## src/rtl/jsv_palette_mapper_if.sv

```systemverilog
// Stream bundle for the palette mapper: iteration-count beats in, RGB pixel
// beats out. "slave" is the mapper's view, "master" is the view of the
// block that feeds iteration counts and drains pixels.
interface jsv_palette_mapper_if #(
    parameter int ITER_W = 8
);
    logic              iter_valid;
    logic              iter_ready;
    logic [ITER_W-1:0] iter_count;
    logic              iter_escaped;
    logic              iter_sof;
    logic              pix_valid;
    logic              pix_ready;
    logic [7:0]        pix_r;
    logic [7:0]        pix_g;
    logic [7:0]        pix_b;
    logic              pix_sof;

    modport slave (
        input  iter_valid, iter_count, iter_escaped, iter_sof, pix_ready,
        output iter_ready, pix_valid, pix_r, pix_g, pix_b, pix_sof
    );

    modport master (
        output iter_valid, iter_count, iter_escaped, iter_sof, pix_ready,
        input  iter_ready, pix_valid, pix_r, pix_g, pix_b, pix_sof
    );
endinterface

```

## src/rtl/jsv_palette_mapper.sv

```systemverilog
// jsv_palette_mapper: maps per-pixel iteration counts to 24-bit RGB using one
// of 8 palettes. Two register stages (stage 1 = index/palette capture,
// stage 2 = RGB output registers), 1 pixel/cycle, full backpressure.
// The palette select is latched only on an accepted start-of-frame beat so a
// colour change never tears a frame.
// Optional macro JSV_PALETTE_STATS_EN adds per-frame in-set pixel statistics
// (in_set_last, frame_done).
//
// Handshake: a beat moves on a side when valid & ready are both high at a
// rising clk edge; valid, once high, holds with stable data until accepted,
// and ready may depend combinationally on the downstream pix_ready.
module jsv_palette_mapper #(
    parameter int ITER_W      = 8,
    parameter int SCALE_SHIFT = 2
) (
    input  logic                clk,
    input  logic                reset_n,
    input  logic [2:0]          color_sel,
    jsv_palette_mapper_if.slave bus
`ifdef JSV_PALETTE_STATS_EN
    ,
    output logic [31:0]         in_set_last,
    output logic [0:0]          frame_done
`endif
);
    localparam int WIDE_W = ITER_W + 8;

    // Stage 1 state
    logic       s1_valid_q, s1_valid_d;
    logic [7:0] s1_idx_q,   s1_idx_d;
    logic [7:0] s1_raw_q,   s1_raw_d;
    logic       s1_esc_q,   s1_esc_d;
    logic       s1_sof_q,   s1_sof_d;
    logic [2:0] s1_pal_q,   s1_pal_d;
    logic [2:0] active_sel_q, active_sel_d;

    // Stage 2 (output) state
    logic       pix_valid_q, pix_valid_d;
    logic [7:0] pix_r_q, pix_r_d;
    logic [7:0] pix_g_q, pix_g_d;
    logic [7:0] pix_b_q, pix_b_d;
    logic       pix_sof_q, pix_sof_d;

    logic              s1_load, s2_load, in_fire;
    logic [WIDE_W-1:0] wide_count;
    logic [7:0]        idx_sat;
    logic [2:0]        beat_pal;
    logic [7:0]        rgb_r, rgb_g, rgb_b;
    logic [8:0]        fire_dbl;

`ifdef JSV_PALETTE_STATS_EN
    logic [31:0] cnt_q, cnt_d;
    logic [31:0] in_set_last_q, in_set_last_d;
    logic        frame_done_q, frame_done_d;
`endif

    // Pipeline advance: a stage loads when it is empty or its contents move on.
    always_comb begin
        s2_load = ~pix_valid_q | bus.pix_ready;
        s1_load = ~s1_valid_q | s2_load;
        in_fire = bus.iter_valid & s1_load;
    end

    assign bus.iter_ready = s1_load;

    // Stage 1: scaled/saturated index and the palette in force for this beat.
    always_comb begin
        wide_count   = WIDE_W'(bus.iter_count) << SCALE_SHIFT;
        idx_sat      = (wide_count > WIDE_W'(255)) ? 8'hFF : wide_count[7:0];
        // An sof beat already uses the newly selected palette.
        beat_pal     = bus.iter_sof ? color_sel : active_sel_q;

        s1_valid_d   = s1_valid_q;
        s1_idx_d     = s1_idx_q;
        s1_raw_d     = s1_raw_q;
        s1_esc_d     = s1_esc_q;
        s1_sof_d     = s1_sof_q;
        s1_pal_d     = s1_pal_q;
        active_sel_d = active_sel_q;
        if (s1_load) begin
            s1_valid_d = bus.iter_valid;
        end
        if (in_fire) begin
            s1_idx_d = idx_sat;
            s1_raw_d = bus.iter_count[7:0];
            s1_esc_d = bus.iter_escaped;
            s1_sof_d = bus.iter_sof;
            s1_pal_d = beat_pal;
            if (bus.iter_sof) begin
                active_sel_d = color_sel;
            end
        end
    end

    // Stage 2: palette lookup on the stage-1 contents.
    always_comb begin
        fire_dbl = {s1_idx_q, 1'b0};
        rgb_r    = 8'd0;
        rgb_g    = 8'd0;
        rgb_b    = 8'd0;
        if (s1_esc_q) begin
            case (s1_pal_q)
                3'd0: begin rgb_r = s1_idx_q; rgb_g = s1_idx_q; rgb_b = s1_idx_q; end
                3'd1: rgb_r = s1_idx_q;
                3'd2: rgb_g = s1_idx_q;
                3'd3: rgb_b = s1_idx_q;
                3'd4: begin
                    rgb_r = fire_dbl[8] ? 8'hFF : fire_dbl[7:0];
                    rgb_g = s1_idx_q[7] ? {s1_idx_q[6:0], 1'b0} : 8'd0;
                end
                3'd5: begin rgb_g = s1_idx_q; rgb_b = 8'hFF; end
                3'd6: begin
                    rgb_r = 8'hFF - s1_idx_q;
                    rgb_g = 8'hFF - s1_idx_q;
                    rgb_b = 8'hFF - s1_idx_q;
                end
                default: begin
                    // Banded palette works on the unscaled count bits.
                    rgb_r = {s1_raw_q[2:0], 5'b0};
                    rgb_g = {s1_raw_q[5:3], 5'b0};
                    rgb_b = {s1_raw_q[7:6], 6'b0};
                end
            endcase
        end

        pix_valid_d = pix_valid_q;
        pix_r_d     = pix_r_q;
        pix_g_d     = pix_g_q;
        pix_b_d     = pix_b_q;
        pix_sof_d   = pix_sof_q;
        if (s2_load) begin
            pix_valid_d = s1_valid_q;
            if (s1_valid_q) begin
                pix_r_d   = rgb_r;
                pix_g_d   = rgb_g;
                pix_b_d   = rgb_b;
                pix_sof_d = s1_sof_q;
            end
        end
    end

`ifdef JSV_PALETTE_STATS_EN
    // Per-frame in-set counter; snapshot and pulse on every accepted sof beat.
    always_comb begin
        cnt_d         = cnt_q;
        in_set_last_d = in_set_last_q;
        frame_done_d  = 1'b0;
        if (in_fire) begin
            if (bus.iter_sof) begin
                in_set_last_d = cnt_q;
                cnt_d         = bus.iter_escaped ? 32'd0 : 32'd1;
                frame_done_d  = 1'b1;
            end else if (!bus.iter_escaped && cnt_q != 32'hFFFF_FFFF) begin
                cnt_d = cnt_q + 32'd1;
            end
        end
    end

    assign in_set_last = in_set_last_q;
    assign frame_done  = frame_done_q;
`endif

    // All state registers; reset drops every in-flight beat.
    always_ff @(posedge clk or negedge reset_n) begin
        if (!reset_n) begin
            s1_valid_q    <= 1'b0;
            s1_idx_q      <= 8'd0;
            s1_raw_q      <= 8'd0;
            s1_esc_q      <= 1'b0;
            s1_sof_q      <= 1'b0;
            s1_pal_q      <= 3'd0;
            active_sel_q  <= 3'd0;
            pix_valid_q   <= 1'b0;
            pix_r_q       <= 8'd0;
            pix_g_q       <= 8'd0;
            pix_b_q       <= 8'd0;
            pix_sof_q     <= 1'b0;
`ifdef JSV_PALETTE_STATS_EN
            cnt_q         <= 32'd0;
            in_set_last_q <= 32'd0;
            frame_done_q  <= 1'b0;
`endif
        end else begin
            s1_valid_q    <= s1_valid_d;
            s1_idx_q      <= s1_idx_d;
            s1_raw_q      <= s1_raw_d;
            s1_esc_q      <= s1_esc_d;
            s1_sof_q      <= s1_sof_d;
            s1_pal_q      <= s1_pal_d;
            active_sel_q  <= active_sel_d;
            pix_valid_q   <= pix_valid_d;
            pix_r_q       <= pix_r_d;
            pix_g_q       <= pix_g_d;
            pix_b_q       <= pix_b_d;
            pix_sof_q     <= pix_sof_d;
`ifdef JSV_PALETTE_STATS_EN
            cnt_q         <= cnt_d;
            in_set_last_q <= in_set_last_d;
            frame_done_q  <= frame_done_d;
`endif
        end
    end

    assign bus.pix_valid = pix_valid_q;
    assign bus.pix_r     = pix_r_q;
    assign bus.pix_g     = pix_g_q;
    assign bus.pix_b     = pix_b_q;
    assign bus.pix_sof   = pix_sof_q;
endmodule
```

## src/flat_wrapper.sv

```systemverilog
// flat-port wrapper written by rule: the top's interface ports become plain ports
module jsv_palette_mapper_flat 
#(
    parameter int ITER_W      = 8,
    parameter int SCALE_SHIFT = 2
)
  (clk, reset_n, color_sel, bus_iter_valid, bus_iter_count, bus_iter_escaped, bus_iter_sof, bus_pix_ready, bus_iter_ready, bus_pix_valid, bus_pix_r, bus_pix_g, bus_pix_b, bus_pix_sof);
  jsv_palette_mapper_if #(.ITER_W(ITER_W)) bus_i ();
  input  logic clk;
  input  logic reset_n;
  input  logic [2:0] color_sel;
  input wire logic [$bits(bus_i.iter_valid)-1:0] bus_iter_valid;
  input wire logic [$bits(bus_i.iter_count)-1:0] bus_iter_count;
  input wire logic [$bits(bus_i.iter_escaped)-1:0] bus_iter_escaped;
  input wire logic [$bits(bus_i.iter_sof)-1:0] bus_iter_sof;
  input wire logic [$bits(bus_i.pix_ready)-1:0] bus_pix_ready;
  output wire logic [$bits(bus_i.iter_ready)-1:0] bus_iter_ready;
  output wire logic [$bits(bus_i.pix_valid)-1:0] bus_pix_valid;
  output wire logic [$bits(bus_i.pix_r)-1:0] bus_pix_r;
  output wire logic [$bits(bus_i.pix_g)-1:0] bus_pix_g;
  output wire logic [$bits(bus_i.pix_b)-1:0] bus_pix_b;
  output wire logic [$bits(bus_i.pix_sof)-1:0] bus_pix_sof;
  assign bus_i.iter_valid = bus_iter_valid;
  assign bus_i.iter_count = bus_iter_count;
  assign bus_i.iter_escaped = bus_iter_escaped;
  assign bus_i.iter_sof = bus_iter_sof;
  assign bus_i.pix_ready = bus_pix_ready;
  assign bus_iter_ready = bus_i.iter_ready;
  assign bus_pix_valid = bus_i.pix_valid;
  assign bus_pix_r = bus_i.pix_r;
  assign bus_pix_g = bus_i.pix_g;
  assign bus_pix_b = bus_i.pix_b;
  assign bus_pix_sof = bus_i.pix_sof;
  jsv_palette_mapper #(.ITER_W(ITER_W), .SCALE_SHIFT(SCALE_SHIFT)) u_core (.clk(clk), .reset_n(reset_n), .color_sel(color_sel), .bus(bus_i));
endmodule
```

## config.mk

```make
export PLATFORM = sky130hd
export DESIGN_NAME = jsv_palette_mapper_flat
export DESIGN_NICKNAME = d
export VERILOG_FILES = /design/src/rtl/jsv_palette_mapper_if.sv /design/src/rtl/jsv_palette_mapper.sv /design/src/flat_wrapper.sv
export SDC_FILE = /design/constraint.sdc
export NUM_CORES = 1
export LEC_CHECK = 0
export CAP_MARGIN = 0
export CORE_ASPECT_RATIO = 0.7
export CORE_MARGIN = 1
export CORE_UTILIZATION = 45
export CTS_CLUSTER_DIAMETER = 120
export DETAILED_ROUTE_END_ITERATION = 6
export PLACE_DENSITY = 0.8
export SYNTH_ARGS = -nofsm -noshare
export SYNTH_HDL_FRONTEND = slang
export SYNTH_SLANG_ARGS = --single-unit
export TNS_END_PERCENT = 50
```

## constraint.sdc

```tcl
create_clock -name clk -period 1.3 [get_ports clk]
set_input_delay 0.195 -clock clk [delete_from_list [all_inputs] [get_ports clk]]
set_output_delay 0.195 -clock clk [all_outputs]
set_load 0.01 [all_outputs]
```

==> summary.txt <==
Max FO, Critical Path -> 5
dpl cells -> 390
hpwl dp -> 4.52 mm
Filler Cell Count -> 362
root buffer cell -> clkbuf_8
Fin Setup TNS -> -1.27 ns
post-synthesis area per instance -> 9.73 um2
post-route cell area -> 3710 um2
Wirelength per Cell -> 18.9 um
Synth cell types -> 41
ys flop type -> dfrtp_1
area share of the largest cell type after synthesis -> 46.8%
clock network power share -> 15.8%
CP required -> 1.49 ns
die width -> 90.4 um
clk sinks -> 46
switching power total -> 1.96 mW
Setup crit end kind -> flip-flop
Worst Tran Pin Value -> 0.457 ns
Worst Slack Setup Final -> -0.130 ns
Iter 0 DRT Violations -> 224
Tmin final -> 1.43 ns
Core ar. -> 5260 um2
Max Fclk -> 699 MHz
Slew HR -> 69.5%
met3 wire length -> 418 um
CP arrival -> 1.62 ns
vias in the first global route -> 2,367
Pwr Total -> 5.30 mW
Final Max Tran Viols -> 0
Synth async-reset ratio -> 100%
H-tree levels -> 2
top cells by area, synth -> dfrtp_1 (47%), nand2_1 (5.0%), mux2_2 (4.6%)
Switching Fraction -> 37.0%
Via density -> 5.84
P&R area growth vs syn -> 50.9%
leakage dissipation -> 1.71 nW
final design utilization -> 70.6%
P per Cell Area -> 1430 nW/um2
gr usage total -> 25.7%
commonest non-fill, non-tap cells in the layout -> dfrtp_1 (41), buf_4 (36), nand2_1 (26), dlygate4sd2_1 (26), buf_6 (18)
clk_lat worst skew -> 0.30 ns
die footprint -> 5770 um2
drt pass-1 iters -> 4
antenna-violating nets left -> 0
Fin Hold WS -> 0.391 ns
yosys warns -> 0
post-synthesis register bit count -> 46
post-synthesis cell area -> 2460 um2
Yosys top cell by area -> dfrtp_1
Post-layout nets -> 357
final hold vios -> 0
Post-Route Skew -> 0.00693 ns
Antenna Cells -> 0
Clock Tree Buf Depth -> 2
I/O pin count -> 44
global route total overflow -> 0
met2 WL -> 3.65 mm
final setup vio count -> 17
sequential share of the synthesized area -> 46.8%
CTS buffer count -> 5
initial antenna violation count -> 0
Comb power frac -> 47.5%
Cells after Synth -> 253
failing checks -> setup timing
fraction of layout cells with a size suffix above 1 -> 41.5%
WL met1 -> 3.43 mm
DP Area -> 3180 um2
Post-Route WL -> 7.80 mm
vias -> 2,406
Starting Density -> 46.8%
P_int -> 3.34 mW
largest net degree at the start of global routing -> 47
GPL Wtd Cong -> 0.874
RSZ-0062 raised after global routing -> yes
Site Rows -> 22
first-pass GRT wire length -> 11.5 mm
MaxCap Viol Count -> 0
clk slew on worst S/H paths -> 0.08 ns
dpl ws -> -0.380 ns
syn_nets -> 270
I/O Buffers -> 43
Max rail drop VDD -> 0.643 mV
Top Metal Used -> met4
commonest non-fill, non-tap cell in the layout -> dfrtp_1
Crit Path Class -> reg -> reg
Die Y-Extent -> 63.9 um
CTS tree -> built
Seq pwr share -> 36.7%
worst hold path type -> in -> async
drc violations -> 0
Layout Cells excl Fill -> 412
status -> complete, but fails checks
Tcrit/Tclk final -> 110%
Post-synth EDFFs -> 0
CP Launch Type -> flip-flop
==> per-layer routing <==
layer	vias up	GRT usage, %
met2	101	42.3
met5	-	0
li1	1084	-
met3	28	4.17
met4	0	11.1
met1	1193	33.9
==> worst max-delay path: stages (launching register included) <==
cell and delay, ns:
dfrtp_2 0.47, buf_6 0.15, buf_6 0.12, a21oi_4 0.19
buf_6 0.13, a21oi_2 0.06, a22o_1 0.19
==> logic make-up (layout without fill, tap and decap cells) <==
kind of cell	count (synthesis)	after routing	synth area share (%)
flip-flops	46	46	46.8
buffers and inverters	23	110	6.20
AO/OA/AOI/OAI	84	84	22.7
multiplexers	15	15	6.86
AND/OR/NAND/NOR	85	85	17.4
==> registers in the layout (all words and copies together), names as in the netlist <==
name,flops
u_core.bus.pix_g,8
u_core.bus.pix_r,8
u_core.s1_raw_q,8
u_core.bus.pix_b,7
u_core.s1_idx_q,7
u_core.s1_pal_q,3
u_core.bus.pix_sof,1
u_core.bus.pix_valid,1
u_core.s1_esc_q,1
u_core.s1_sof_q,1
u_core.s1_valid_q,1
==> what timing repair did <==
| action | 4_1_cts | 5_1_grt |
|---|---|---|
| hold buffers | 1 | 0 |
| gates resized for setup | 75 | 60 |
| pin swaps | 25 | 32 |
| endpoints found under the hold margin | 46 | 0 |
| setup buffers | 11 | 5 |
| setup endpoints to repair | 50 | 40 |
==> area by class of cell <==
type | count | area [um2] | share of cell area, %
clock buffers | 5 | 68.8 | 1.85
flip-flops and latches | 46 | 1160 | 31.2
multi-input cells | 184 | 1440 | 38.9
repair buffers | 101 | 931 | 25.1
clock inverters | 2 | 10.0 | 0.270
well taps | 72 | 90.1 | 2.43
inverters | 2 | 12.5 | 0.337
==> synth_stat cells (2+ instances only) <==
cell type	number
nor2b_1	11
nand2_1	33
o21ai_0	19
a21oi_1	16
o22ai_1	9
a31oi_1	2
a21o_1	3
mux2_2	10
a211o_1	4
dfrtp_1	46
o21ai_1	7
buf_2	8
or2_0	2
buf_6	5
o21a_1	2
buf_4	5
and3_1	2
nor3_1	9
a21oi_2	2
o2111ai_1	4
buf_1	2
a22o_1	12
nand2b_1	10
nand2_2	2
mux2_1	5
nor2_1	8
==> path summary, 6_finish.rpt <==
path / from / to / slack, ns / cells after the start
worst max-delay path: u_core.s1_pal_q[0] / u_core.bus.pix_b[5] / -0.13 / 6
min in group clk: bus_iter_escaped / u_core.s1_esc_q / 0.48 / 2
worst min register to register: u_core.bus.pix_g[2] / u_core.bus.pix_g[2] / 0.48 / 1
worst max register to register: u_core.s1_pal_q[0] / u_core.bus.pix_b[5] / -0.13 / 6
max in group asynchronous: reset_n / u_core.s1_idx_q[7] / 0.68 / 3
worst min-delay path: reset_n / u_core.bus.pix_g[0] / 0.39 / 3
==> power groups by stage <==
| stage | Combinational [mW] | Sequential [mW] | Clock (mW) |
|---|---|---|---|
| finish | 2.52 | 1.94 | 0.838 |
| CTS | 2.11 | 1.91 | 0.854 |
| detailed placement | 1.95 | 1.95 | 0 |
| floorplan | 1.02 | 1.96 | 0 |
| global placement | 1.91 | 1.94 | 0 |
| global route | 2.67 | 1.98 | 0.914 |
Note: power is estimated with default switching activity, not from simulation.
